File: src/rtl/seg595_rx.sv
// rtl/seg595_rx.sv - 74HC595 bus snooper: captures 16-bit segment/select frames into an 8-digit store.
// Optional symbol decode and code storage built when SEG595_DECODE_EN is defined.
module seg595_rx #(
   parameter int SYNC_STAGES = 2
) (
   input  logic       clk,
   input  logic       rst_n,
   input  logic       sclk_in,
   input  logic       rclk_in,
   input  logic       sdio_in,
   output logic       frame_valid,
   output logic [2:0] frame_digit,
   output logic [7:0] frame_seg,
   output logic [4:0] frame_code,
   output logic       frame_err,
   input  logic [2:0] rd_idx,
   output logic [7:0] rd_seg,
   output logic [4:0] rd_code
);

   logic [SYNC_STAGES-1:0] sclk_sync_q, sclk_sync_d;
   logic [SYNC_STAGES-1:0] rclk_sync_q, rclk_sync_d;
   logic [SYNC_STAGES-1:0] sdio_sync_q, sdio_sync_d;
   logic                   sclk_prev_q, sclk_prev_d;
   logic                   rclk_prev_q, rclk_prev_d;
   logic [15:0]            shift_q, shift_d;
   logic [4:0]             cnt_q, cnt_d;
   logic                   valid_pend_q, valid_pend_d;
   logic                   err_pend_q, err_pend_d;
   logic                   frame_valid_q, frame_valid_d;
   logic                   frame_err_q, frame_err_d;
   logic [2:0]             digit_q, digit_d;
   logic [7:0]             seg_q, seg_d;
   logic [7:0]             seg_mem_q [8];
   logic [7:0]             seg_mem_d [8];

   logic       sclk_rise, rclk_rise, sdio_s, one_zero, good;
   logic [7:0] sel_n;
   logic [2:0] sel_idx;

`ifdef SEG595_DECODE_EN
   logic [4:0] code_q, code_d;
   logic [4:0] code_mem_q [8];
   logic [4:0] code_mem_d [8];

   // dp is not part of the symbol, so it is forced off before matching
   function automatic logic [4:0] decode(input logic [7:0] seg);
      case (seg | 8'h80)
         8'hC0:   decode = 5'd0;
         8'hF9:   decode = 5'd1;
         8'hA4:   decode = 5'd2;
         8'hB0:   decode = 5'd3;
         8'h99:   decode = 5'd4;
         8'h92:   decode = 5'd5;
         8'h82:   decode = 5'd6;
         8'hF8:   decode = 5'd7;
         8'h80:   decode = 5'd8;
         8'h90:   decode = 5'd9;
         8'hBF:   decode = 5'd12;
         8'h86:   decode = 5'd15;
         8'hFF:   decode = 5'd16;
         8'hAF:   decode = 5'd17;
         8'hB7:   decode = 5'd18;
         default: decode = 5'd31;
      endcase
   endfunction
`endif

   always_comb begin
      sclk_sync_d = {sclk_sync_q[SYNC_STAGES-2:0], sclk_in};
      rclk_sync_d = {rclk_sync_q[SYNC_STAGES-2:0], rclk_in};
      sdio_sync_d = {sdio_sync_q[SYNC_STAGES-2:0], sdio_in};
      sclk_prev_d = sclk_sync_q[SYNC_STAGES-1];
      rclk_prev_d = rclk_sync_q[SYNC_STAGES-1];
      sclk_rise   = sclk_sync_q[SYNC_STAGES-1] & ~sclk_prev_q;
      rclk_rise   = rclk_sync_q[SYNC_STAGES-1] & ~rclk_prev_q;
      sdio_s      = sdio_sync_q[SYNC_STAGES-1];

      sel_n    = ~shift_q[7:0];
      one_zero = (sel_n != 8'd0) && ((sel_n & (sel_n - 8'd1)) == 8'd0);
      sel_idx  = 3'd0;
      for (int i = 0; i < 8; i++) begin
         if (sel_n[i]) sel_idx = 3'(i);
      end
      // latch sees the pre-shift register when both edges land together
      good = rclk_rise && (cnt_q == 5'd16) && one_zero;

      shift_d = sclk_rise ? {shift_q[14:0], sdio_s} : shift_q;
      if (rclk_rise)                          cnt_d = sclk_rise ? 5'd1 : 5'd0;
      else if (sclk_rise && cnt_q != 5'd17)   cnt_d = cnt_q + 5'd1;
      else                                    cnt_d = cnt_q;

      valid_pend_d  = good;
      err_pend_d    = rclk_rise && !good;
      frame_valid_d = valid_pend_q;
      frame_err_d   = err_pend_q;

      digit_d   = digit_q;
      seg_d     = seg_q;
      seg_mem_d = seg_mem_q;
      if (good) begin
         digit_d            = sel_idx;
         seg_d              = shift_q[15:8];
         seg_mem_d[sel_idx] = shift_q[15:8];
      end
`ifdef SEG595_DECODE_EN
      code_d     = code_q;
      code_mem_d = code_mem_q;
      if (good) begin
         code_d              = decode(shift_q[15:8]);
         code_mem_d[sel_idx] = decode(shift_q[15:8]);
      end
`endif
   end

   always_ff @(posedge clk or negedge rst_n) begin
      if (!rst_n) begin
         sclk_sync_q   <= '0;
         rclk_sync_q   <= '0;
         sdio_sync_q   <= '0;
         sclk_prev_q   <= 1'b0;
         rclk_prev_q   <= 1'b0;
         shift_q       <= 16'd0;
         cnt_q         <= 5'd0;
         valid_pend_q  <= 1'b0;
         err_pend_q    <= 1'b0;
         frame_valid_q <= 1'b0;
         frame_err_q   <= 1'b0;
         digit_q       <= 3'd0;
         seg_q         <= 8'hFF;
         for (int i = 0; i < 8; i++) seg_mem_q[i] <= 8'hFF;
`ifdef SEG595_DECODE_EN
         code_q <= 5'd16;
         for (int i = 0; i < 8; i++) code_mem_q[i] <= 5'd16;
`endif
      end else begin
         sclk_sync_q   <= sclk_sync_d;
         rclk_sync_q   <= rclk_sync_d;
         sdio_sync_q   <= sdio_sync_d;
         sclk_prev_q   <= sclk_prev_d;
         rclk_prev_q   <= rclk_prev_d;
         shift_q       <= shift_d;
         cnt_q         <= cnt_d;
         valid_pend_q  <= valid_pend_d;
         err_pend_q    <= err_pend_d;
         frame_valid_q <= frame_valid_d;
         frame_err_q   <= frame_err_d;
         digit_q       <= digit_d;
         seg_q         <= seg_d;
         seg_mem_q     <= seg_mem_d;
`ifdef SEG595_DECODE_EN
         code_q     <= code_d;
         code_mem_q <= code_mem_d;
`endif
      end
   end

   assign frame_valid = frame_valid_q;
   assign frame_err   = frame_err_q;
   assign frame_digit = digit_q;
   assign frame_seg   = seg_q;
   assign rd_seg      = seg_mem_q[rd_idx];
`ifdef SEG595_DECODE_EN
   assign frame_code  = code_q;
   assign rd_code     = code_mem_q[rd_idx];
`else
   assign frame_code  = 5'd31;
   assign rd_code     = 5'd31;
`endif

endmodule

File: config.mk
export PLATFORM = sky130hd
export DESIGN_NAME = seg595_rx
export DESIGN_NICKNAME = d
export VERILOG_FILES = /design/src/rtl/seg595_rx.sv
export SDC_FILE = /design/constraint.sdc
export NUM_CORES = 1
export LEC_CHECK = 0
export ABC_AREA = 1
export CORE_UTILIZATION = 45
export CTS_BUF_LIST = sky130_fd_sc_hd__clkbuf_4
export CTS_CLUSTER_DIAMETER = 50
export DETAILED_ROUTE_END_ITERATION = 12
export PLACE_DENSITY = 0.72
export SLEW_MARGIN = 10
export SYNTH_ARGS = -nofsm -noshare
export SYNTH_HDL_FRONTEND = slang
export SYNTH_SLANG_ARGS = --single-unit
File: constraint.sdc
create_clock -name clk -period 1.6 [get_ports clk]
set_input_delay 0.32 -clock clk [delete_from_list [all_inputs] [get_ports clk]]
set_output_delay 0.32 -clock clk [all_outputs]
set_load 0.1 [all_outputs]
==> reports/qor.csv <==
stage;metric;value;unit
run_status;status;finished, violations left;
run_status;violations in the final reports;negative setup slack;
clock_tree;Clock Path Buffers;2;
clock_tree;latest clock arrival within the worst-skew pair;0.47;ns
setup_path;reg2reg setup slack;-0.17;ns
place;IO buf count;28;
floorplan;Initial Util;0.472;
clock_tree;clock tree sinks;108;
layout;n_diodes;0;
global_route;first-pass GRT wire length;22.5;mm
floorplan;Die ar.;12000;um2
yosys;Post-synth EDFFs;0;
timing;worst setup skew after layout;0.0214;ns
yosys;Top FF cell, synth;dfstp_2;
setup_path;RR Startpoint;cnt_q[1];
setup_path;CP max FO;11;
place;Placed Area;6230;um2
yosys;YS warnings;0;
yosys;#FFs+latches synth;108;
floorplan;Die W;110;um
place;HPWL after detailed placement;8.57;mm
timing;post-route setup TNS;-10.69;ns
yosys;synthesized instance count;629;
yosys;Seq/Total Area, Yosys;0.537;
timing;FMAX;0.459;GHz
timing;Hold Vio Cnt, Final;0;
layout;P&R area growth vs syn;41.3;%
setup_path;Setup crit end;rd_seg[6];
place;Placed Instances;802;
clock_tree;H-tree levels;3;
global_route;Congestion Overflow GR;0;
yosys;distinct cell type count after synthesis;32;
timing;actual slew at the worst max-slew pin;0.646;ns
layout;layout cells sized above 1;0.455;
timing;Hold Slack;0.270;ns
yosys;Syn Area/Cell;8.27;um2
timing;period utilisation layout;1.36;
yosys;Yosys top cell by area;dfstp_2;
timing;min Tclk post-route;2.18;ns
floorplan;core area;11000;um2
power_and_ir_drop;Max VDD drop;0.000493;V
setup_path;slowest stage delay, CP;0.53;ns
yosys;Async S/R FF share, synth;1.00;
place;GPL Wtd Cong;0.946;
setup_path;Worst Setup SP;rd_idx[1];
place;Place WS;-0.590;ns
layout;post-route cell area;7350;um2
yosys;Synth area leaders;dfstp_2, dfrtp_1, nand2_1, o21ai_0, nor2_1;
route;post-route ant nets;0;
yosys;Synth top area share;0.364;
global_route;largest net degree at the start of global routing;109;
route;number of detailed-route iterations in the first pass;7;
clock_tree;Clock Pin Slew Worst Setup and Hold Paths;0.16;ns
power_and_ir_drop;Leakage;3.17;nW
floorplan;num ports;39;
timing;unrepaired setup endpoints after global routing;yes;
timing;Slew Limit Fails;0;
setup_path;CP startpoint kind;input port;
job;Max Cap Violations;0;
setup_path;critical path's slowest cell;clkdlybuf4s50_1;
global_route;vias in the first global route;4545;
global_route;GRT Total Usage;0.249;
floorplan;Chip Height;110;um
route;wire length per cell;17.1;um
power_and_ir_drop;pwr dens;769;nW/um2
route;Vias/cell;5.43;
layout;Finished Layout Cells;857;
clock_tree;CTS tree;yes;
setup_path;worst-case reg-to-reg path depth;12;
timing;Max-slew headroom;0.569;
layout;Final #Nets;723;
setup_path;Critical Path AT;1.86;ns
yosys;Synth Cell Area;5200;um2
global_route;initial antenna violation count;0;
setup_path;WP data required;1.28;ns
worst_hold_path;HP Class;in2reg;
route;# DRC;0;
timing;Final Worst Setup Slack;-0.577;ns
setup_path;crit-path cells;clkdlybuf4s50_1 -> buf_4 -> o21ai_0 -> o21ai_1 -> nor2_2 -> a31oi_4 -> buf_12;
timing;final setup vio count;81;
floorplan;Rows;38;
setup_path;Critical Setup Path Class;in2out;
setup_path;Crit. End Element;output port;
clock_tree;root cell of the clock tree;clkbuf_4;
setup_path;Critical R2R Capture;seg_mem_q[46];
route;DR iter-0 viols;331;
layout;leading cell type in the layout, fill and taps excluded;nand2_1;
route;final WL;14.7;mm
worst_hold_path;Worst Hold Launch;rclk_in;
layout;commonest cells after routing, fill and taps aside;nand2_1, dfstp_2, nor2_1;
worst_hold_path;Worst Hold Depth;1;
route;routed vias;4654;
clock_tree;CTS Buf Count;9;
worst min path at each step:
stage,endpoint,slack (ns)
detailed placement,frame_valid,0.34
floorplan,cnt_q[0],0.02
global route,sdio_sync_q[0],0.23
global placement,frame_err,0.33
CTS,sdio_sync_q[0],0.25
finish,rclk_sync_q[0],0.27
registers in the layout (all words and copies together) (netlist names):
name	cells
sdio_sync_q	2
seg_mem_q	64
err_pend_q	1
frame_digit	3
sclk_sync_q	2
shift_q	16
frame_valid	1
cnt_q	5
frame_err	1
rclk_sync_q	2
rclk_prev_q	1
frame_valid_d	1
sclk_prev_q	1
frame_seg	8
cell type report:
| type | count | area, um2 |
|---|---|---|
| fill | 837 | 3680 |
| sequential | 108 | 2790 |
| multi-input combinational | 439 | 2580 |
| timing repair buffer | 106 | 1450 |
| inverter | 47 | 193 |
| tap | 140 | 175 |
| clock buffer | 11 | 82.6 |
| clock inverter | 5 | 58.8 |
| timing repair inverter | 1 | 16.3 |
per-layer routing:
metal / up-vias / GRT usage / routed length [um]
met5: - / 0 / 0
met4: 0 / 0.0724 / 230
met3: 25 / 0.0575 / 934
met2: 174 / 0.410 / 7400
met1: 2297 / 0.329 / 6090
li1: 2158 / - / -
logic make-up after synthesis:
family,share of synthesized area
buffers and inverters,0.0840
adder cells (fa/ha/maj),0.00722
XOR/XNOR,0.00168
flip-flops,0.537
other,0.000721
AND/OR/NAND/NOR,0.231
AO/OA/AOI/OAI,0.138
critical path: cells and delay by family:
kind / cells / cell delay, ns
buffers and inverters: 3 / 0.95
AO/OA/AOI/OAI: 3 / 0.51
AND/OR/NAND/NOR: 1 / 0.07
cell usage after synthesis, types with 5 or more instances:
cell type,instances
o21bai_1,16
inv_1,44
a21oi_1,10
nand3_1,40
dfstp_2,72
buf_2,5
dfrtp_1,36
o21ai_0,90
buf_1,7
a31oi_1,8
nor2_1,61
buf_4,10
nand2_1,180
clkbuf_1,17
nand2_2,5
timing repair:
item	CTS	global route
setup endpoints to repair	68	95
hold buffers	1	0
pin swaps	53	61
hold endpoints to repair	36	0
cloned	6	3
buffers inserted	13	19
gates resized for setup	72	132
per-stage QoR:
step | util | power (mW)
final | 0.666 | 5.65
after detailed placement | 0.565 | 4.06
after global routing | 0.666 | 5.88
after global placement | 0.565 | 4.04
after CTS | 0.615 | 5.54
after floorplan | - | 3.66
where the power goes:
group	total, mW	internal, mW	leakage (nW)	switching [mW]
sequential	3.06	2.84	1.21	0.218
clock	1.42	0.520	0.0755	0.903
combinational	1.18	0.410	1.88	0.766
total	5.65	3.77	3.17	1.89
Note: power is estimated with default switching activity, not from simulation.
